$ cat src/rtl/fetch_if.sv
// Fetch-side bundle: redirect input, imem req/ack channel and
// the downstream instruction valid/ready handshake.
interface fetch_if;
  logic        redirect_valid;
  logic [31:0] redirect_pc;
  logic        imem_req;
  logic [31:0] imem_addr;
  logic        imem_ack;
  logic [31:0] imem_rdata;
  logic        inst_valid;
  logic        inst_ready;
  logic [31:0] inst_out;
  logic [31:0] inst_pc;
  logic [31:0] pc_out;

  modport master (
    input  redirect_valid,
    input  redirect_pc,
    output imem_req,
    output imem_addr,
    input  imem_ack,
    input  imem_rdata,
    output inst_valid,
    input  inst_ready,
    output inst_out,
    output inst_pc,
    output pc_out
  );

  modport slave (
    output redirect_valid,
    output redirect_pc,
    input  imem_req,
    input  imem_addr,
    output imem_ack,
    output imem_rdata,
    input  inst_valid,
    output inst_ready,
    input  inst_out,
    input  inst_pc,
    input  pc_out
  );
endinterface

$ cat src/rtl/fetch_ctrl.sv
// PC sequencer and single-outstanding instruction fetch with
// squash-on-redirect; at most one instruction every two cycles.
module fetch_ctrl #(
  parameter logic [31:0] RESET_PC = 32'h0000_0000,
  parameter int          ADDR_W   = 32
) (
  input  logic     clk,
  input  logic     rst,
  fetch_if.master  bus
);

  typedef enum logic [1:0] {
    IDLE = 2'd0,
    REQ  = 2'd1,
    HOLD = 2'd2
  } state_t;

  state_t            state_q, state_d;
  logic [ADDR_W-1:0] pc_q, pc_d;
  logic [ADDR_W-1:0] pend_q, pend_d;
  logic              squash_q, squash_d;
  logic              valid_q, valid_d;
  logic [31:0]       iout_q, iout_d;
  logic [ADDR_W-1:0] ipc_q, ipc_d;
  logic [ADDR_W-1:0] tgt;
  logic              ack;
  logic              redir;

  assign tgt   = {bus.redirect_pc[ADDR_W-1:2], 2'b00};
  assign ack   = bus.imem_ack;
  assign redir = bus.redirect_valid;

  always_ff @(posedge clk or posedge rst) begin
    if (rst) begin
      state_q  <= IDLE;
      pc_q     <= RESET_PC;
      pend_q   <= '0;
      squash_q <= 1'b0;
      valid_q  <= 1'b0;
      iout_q   <= '0;
      ipc_q    <= '0;
    end else begin
      state_q  <= state_d;
      pc_q     <= pc_d;
      pend_q   <= pend_d;
      squash_q <= squash_d;
      valid_q  <= valid_d;
      iout_q   <= iout_d;
      ipc_q    <= ipc_d;
    end
  end

  always_comb begin
    state_d  = state_q;
    pc_d     = pc_q;
    pend_d   = pend_q;
    squash_d = squash_q;
    valid_d  = valid_q;
    iout_d   = iout_q;
    ipc_d    = ipc_q;
    unique case (state_q)
      IDLE: state_d = REQ;
      REQ: begin
        // the address on the bus only moves once the access has been acked
        unique case (1'b1)
          ack && redir: begin
            pc_d     = tgt;
            squash_d = 1'b0;
          end
          ack && !redir && squash_q: begin
            pc_d     = pend_q;
            squash_d = 1'b0;
          end
          ack && !redir && !squash_q: begin
            iout_d  = bus.imem_rdata;
            ipc_d   = pc_q;
            valid_d = 1'b1;
            pc_d    = pc_q + 32'd4;
            state_d = HOLD;
          end
          !ack && redir: begin
            pend_d   = tgt;
            squash_d = 1'b1;
          end
          default: ;
        endcase
      end
      HOLD: begin
        if (redir) begin
          valid_d = 1'b0;
          pc_d    = tgt;
          state_d = REQ;
        end else if (bus.inst_ready) begin
          valid_d = 1'b0;
          state_d = REQ;
        end
      end
      default: state_d = IDLE;
    endcase
  end

  assign bus.imem_req   = (state_q == REQ);
  assign bus.imem_addr  = pc_q;
  assign bus.inst_valid = valid_q;
  assign bus.inst_out   = iout_q;
  assign bus.inst_pc    = ipc_q;
  assign bus.pc_out     = pc_q;

endmodule

$ cat src/flat_wrapper.sv
// flat-port wrapper written by rule: the top's interface ports become plain ports
module fetch_ctrl_flat 
#(
  parameter logic [31:0] RESET_PC = 32'h0000_0000,
  parameter int          ADDR_W   = 32
)
  (clk, rst, bus_redirect_valid, bus_redirect_pc, bus_imem_req, bus_imem_addr, bus_imem_ack, bus_imem_rdata, bus_inst_valid, bus_inst_ready, bus_inst_out, bus_inst_pc, bus_pc_out);
  fetch_if bus_i ();
  input  logic clk;
  input  logic rst;
  input wire logic [$bits(bus_i.redirect_valid)-1:0] bus_redirect_valid;
  input wire logic [$bits(bus_i.redirect_pc)-1:0] bus_redirect_pc;
  output wire logic [$bits(bus_i.imem_req)-1:0] bus_imem_req;
  output wire logic [$bits(bus_i.imem_addr)-1:0] bus_imem_addr;
  input wire logic [$bits(bus_i.imem_ack)-1:0] bus_imem_ack;
  input wire logic [$bits(bus_i.imem_rdata)-1:0] bus_imem_rdata;
  output wire logic [$bits(bus_i.inst_valid)-1:0] bus_inst_valid;
  input wire logic [$bits(bus_i.inst_ready)-1:0] bus_inst_ready;
  output wire logic [$bits(bus_i.inst_out)-1:0] bus_inst_out;
  output wire logic [$bits(bus_i.inst_pc)-1:0] bus_inst_pc;
  output wire logic [$bits(bus_i.pc_out)-1:0] bus_pc_out;
  assign bus_i.redirect_valid = bus_redirect_valid;
  assign bus_i.redirect_pc = bus_redirect_pc;
  assign bus_imem_req = bus_i.imem_req;
  assign bus_imem_addr = bus_i.imem_addr;
  assign bus_i.imem_ack = bus_imem_ack;
  assign bus_i.imem_rdata = bus_imem_rdata;
  assign bus_inst_valid = bus_i.inst_valid;
  assign bus_i.inst_ready = bus_inst_ready;
  assign bus_inst_out = bus_i.inst_out;
  assign bus_inst_pc = bus_i.inst_pc;
  assign bus_pc_out = bus_i.pc_out;
  fetch_ctrl #(.RESET_PC(RESET_PC), .ADDR_W(ADDR_W)) u_core (.clk(clk), .rst(rst), .bus(bus_i));
endmodule
$ cat config.mk
export PLATFORM = sky130hd
export DESIGN_NAME = fetch_ctrl_flat
export DESIGN_NICKNAME = d
export VERILOG_FILES = /design/src/rtl/fetch_if.sv /design/src/rtl/fetch_ctrl.sv /design/src/flat_wrapper.sv
export SDC_FILE = /design/constraint.sdc
export NUM_CORES = 1
export LEC_CHECK = 0
export ABC_AREA = 1
export CAP_MARGIN = 20
export CORE_MARGIN = 3
export CORE_UTILIZATION = 24
export DETAILED_ROUTE_END_ITERATION = 10
export PLACE_DENSITY_LB_ADDON = 0.1
export SLEW_MARGIN = 20
export SYNTH_ARGS = -nofsm -noshare
export SYNTH_HDL_FRONTEND = slang
export SYNTH_SLANG_ARGS = --single-unit
$ cat constraint.sdc
create_clock -name clk -period 5.2 [get_ports clk]
set_clock_uncertainty 0.2 [all_clocks]
set_input_delay 1.04 -clock clk [delete_from_list [all_inputs] [get_ports clk]]
set_output_delay 1.04 -clock clk [all_outputs]
set_load 0.05 [all_outputs]
==> results.md <==
- Status: complete, no violations
- Fin. Hold Viols: 0
- Ys Warns: 0
- Max Cap Viol: 0
- Vias per cell: 4.39
- FP Rows: 59
- Post-detail-place hpwl: 15,100 um
- Top cells by area, synth: dfrtp_1 48%, nand2_1 11%, o21ai_0 5.5%, a21oi_1 4.6%, mux2_4 4.6%
- Number of diodes: 0
- Number of global-route vias before repair: 5,761
- Routed Antenna Nets: 0
- GRT overflow: 0
- Count of cell types in the netlist: 30
- Placer Congestion: 0.793
- Worst Hold Class: reg2reg
- Worst skew pair latency: 0.42 ns
- Fillcell total: approximately 2,800
- Largest net degree at the start of global routing: 78
- Final Cell Area: 9130 sq um
- DRC: 0
- Die height: 171 um
- Critical Path RT: 3.96 ns
- HP Start: u_core.pend_q[17]
- Syn avg cell area: 8.51 sq um
- Syn Inst Count: between 700 and 800
- Met1 Resource Use GR: 0.207
- Slew Limit Fails: 0
- Core ar.: between 20,000 and 30,000 sq um
- GR peak layer: met2
- Netlist Area Pre-Place: 6520 sq um
- Initial core utilization: 0.247
- Placed cell areas: approximately 8500 sq um
- DRT iter0 DRCs: 315
- Global-route wire length before repair: 33,700 um
- Setup_tns: 0 ns
- Top-count cell post-synth: nand2_1
- Clk sink count: roughly 130
- LEAKAGE: 4.10 nW
- Clock tree from TritonCTS: yes
- H-tree Lvls: 4
- CP Max Fanout: 4
- Worst r2r src: u_core.state_q[0]
- Via count: 5,574
- Final #Nets: 994
- FF+latch count, synth: ~130
- Die ar.: 29,200 sq um
- Main synth FF type: dfrtp_1
- Layout cells sized above 1: 0.105
- Clock transition at path regs: 0.06 ns
- CP Class: reg2out
- Ys async rst share: 1.00
- Final worst slack: 1.87 ns
- Crit path DAT: ~2.1 ns
- Root buffer cell: clkbuf_16
- Endpoint class of the critical path: output port
- M3 GR Usage: 0.0372
- DRT Pass-1 Iters: 5
- Max Clk Rate: 0.300 GHz
- Detailed-route wire length per cell: 16.9 um
- Max_slew headroom: 0.323
- Buffers added on ports: 190
- Initial antenna violation count: 1
- Hold buffer count at CTS: 0
- # IOs: 199
- CTS resizes: 0
- Yosys top cell area share: 0.484
- Startpoint Class: flip-flop
- Clock Path Buffers: 2
- Worst VDD drop: 0.378 mV
- Cts bufs inserted: 17
- Area delta synth->final: 40.0%
- Fin crit period: 3.33 ns
- Cell taking the most area after synthesis: dfrtp_1
- Grt met2 use: 0.231
- GRT Overall Usage: 0.149
- Post-CTS setup buffers: 0
- Pre-CTS setup slack: 1.54 ns
- Finish-stage setup viols: 0
- Slew @ Worst Pin: 1.02 ns
- Die Width: ~170 um
- DRT Wirelength: 21,400 um
- Post-synth EDFFs: 0
- Critical Path Start: u_core.state_q[1]
- Post-synthesis sequential area ratio: 0.484
- Post-synth top cells: 197 x nand2_1, 126 x dfrtp_1, 71 x o21ai_0
- Final period util: 0.641
- RSZ-0062 raised after global routing: no
- Post-layout util: 0.346
- Cell area power density: 798 nW/um^2
## critical path: stages (launching register included)
cell	delay, ns
dfrtp_1	0.38
inv_1	0.10
ha_1	0.30
clkdlybuf4s50_1	0.89
## per-stage QoR
step                power [W]  hold slack, ns  instances
finish                0.00728           0.275       1269
global route          0.00775           0.311       1269
CTS                   0.00738           0.275       1268
detailed placement    0.00609           0.258       1236
global placement      0.00608           0.257       1236
floorplan             0.00479           0.242        771
## cells in the final DEF (no fill, tap or decap), drive strengths merged
master,n
ha,4
nand3,30
o32ai,1
o22ai,5
a21oi,60
o21ai,74
inv,76
clkinv,5
nand2,200
xor2,2
buf,5
mux2,42
dfrtp,126
nor3,4
clkinvlp,3
bufinv,3
a21boi,8
nand4,1
clkdlybuf4s50,190
nor2,63
o211ai,1
conb,6
a22oi,8
clkbuf,17
## state kept, by name, indices dropped and copies added, names as in the netlist
name                   cells
u_core.bus.inst_pc        30
u_core.bus.inst_valid      1
u_core.pend_q             30
u_core.squash_q            1
u_core.state_q             2
u_core.bus.imem_addr      30
u_core.bus.inst_out       32
## cell type report
class                   instances  area [sq um]  share of cell area
well taps                     335           419              0.0459
flip-flops and latches        126          3150               0.345
inverters                      72           273              0.0299
repair buffers                195          1970               0.216
clock buffers                  17           425              0.0466
multi-input cells             509          2700               0.296
clock inverters                15           184              0.0202
## power by group
part | leakage, nW | switching, W | total [W] | internal [W]
registers | 1.51 | 0.000439 | 0.00191 | 0.00147
clock network | 0.291 | 0.000494 | 0.00125 | 0.000760
logic | 2.30 | 0.00275 | 0.00412 | 0.00137
total | 4.10 | 0.00368 | 0.00728 | 0.00360
## final timing paths
path,to,slack [ns],depth (start not counted)
hold reg to reg,u_core.pend_q[17],0.28,2
hold / removal,u_core.pend_q[17],0.28,2
max in group asynchronous,u_core.state_q[1],2.99,3
min in group asynchronous,u_core.bus.inst_out[30],0.90,2
setup / recovery,bus_imem_req,1.87,3
setup reg to reg,u_core.bus.imem_addr[9],2.43,8
## routing by layer
metal / part of all wire / routed length [um]
met5: 0.00061 / 13
met2: 0.44 / 9500
met1: 0.49 / 10400
met3: 0.056 / 1200
met4: 0.013 / 282
## kinds of logic after synthesis
family,Yosys count,share of synthesized area
and+or+nand+nor,298,0.187
AOI/OAI and AO/OA,157,0.129
buffers and inverters,136,0.106
DFF,126,0.484
muxes,42,0.0841
adders and majority gates,4,0.00768
xor gates and xnor gates,2,0.00269
other,1,0.000575
(Power assumes the default switching activity.)
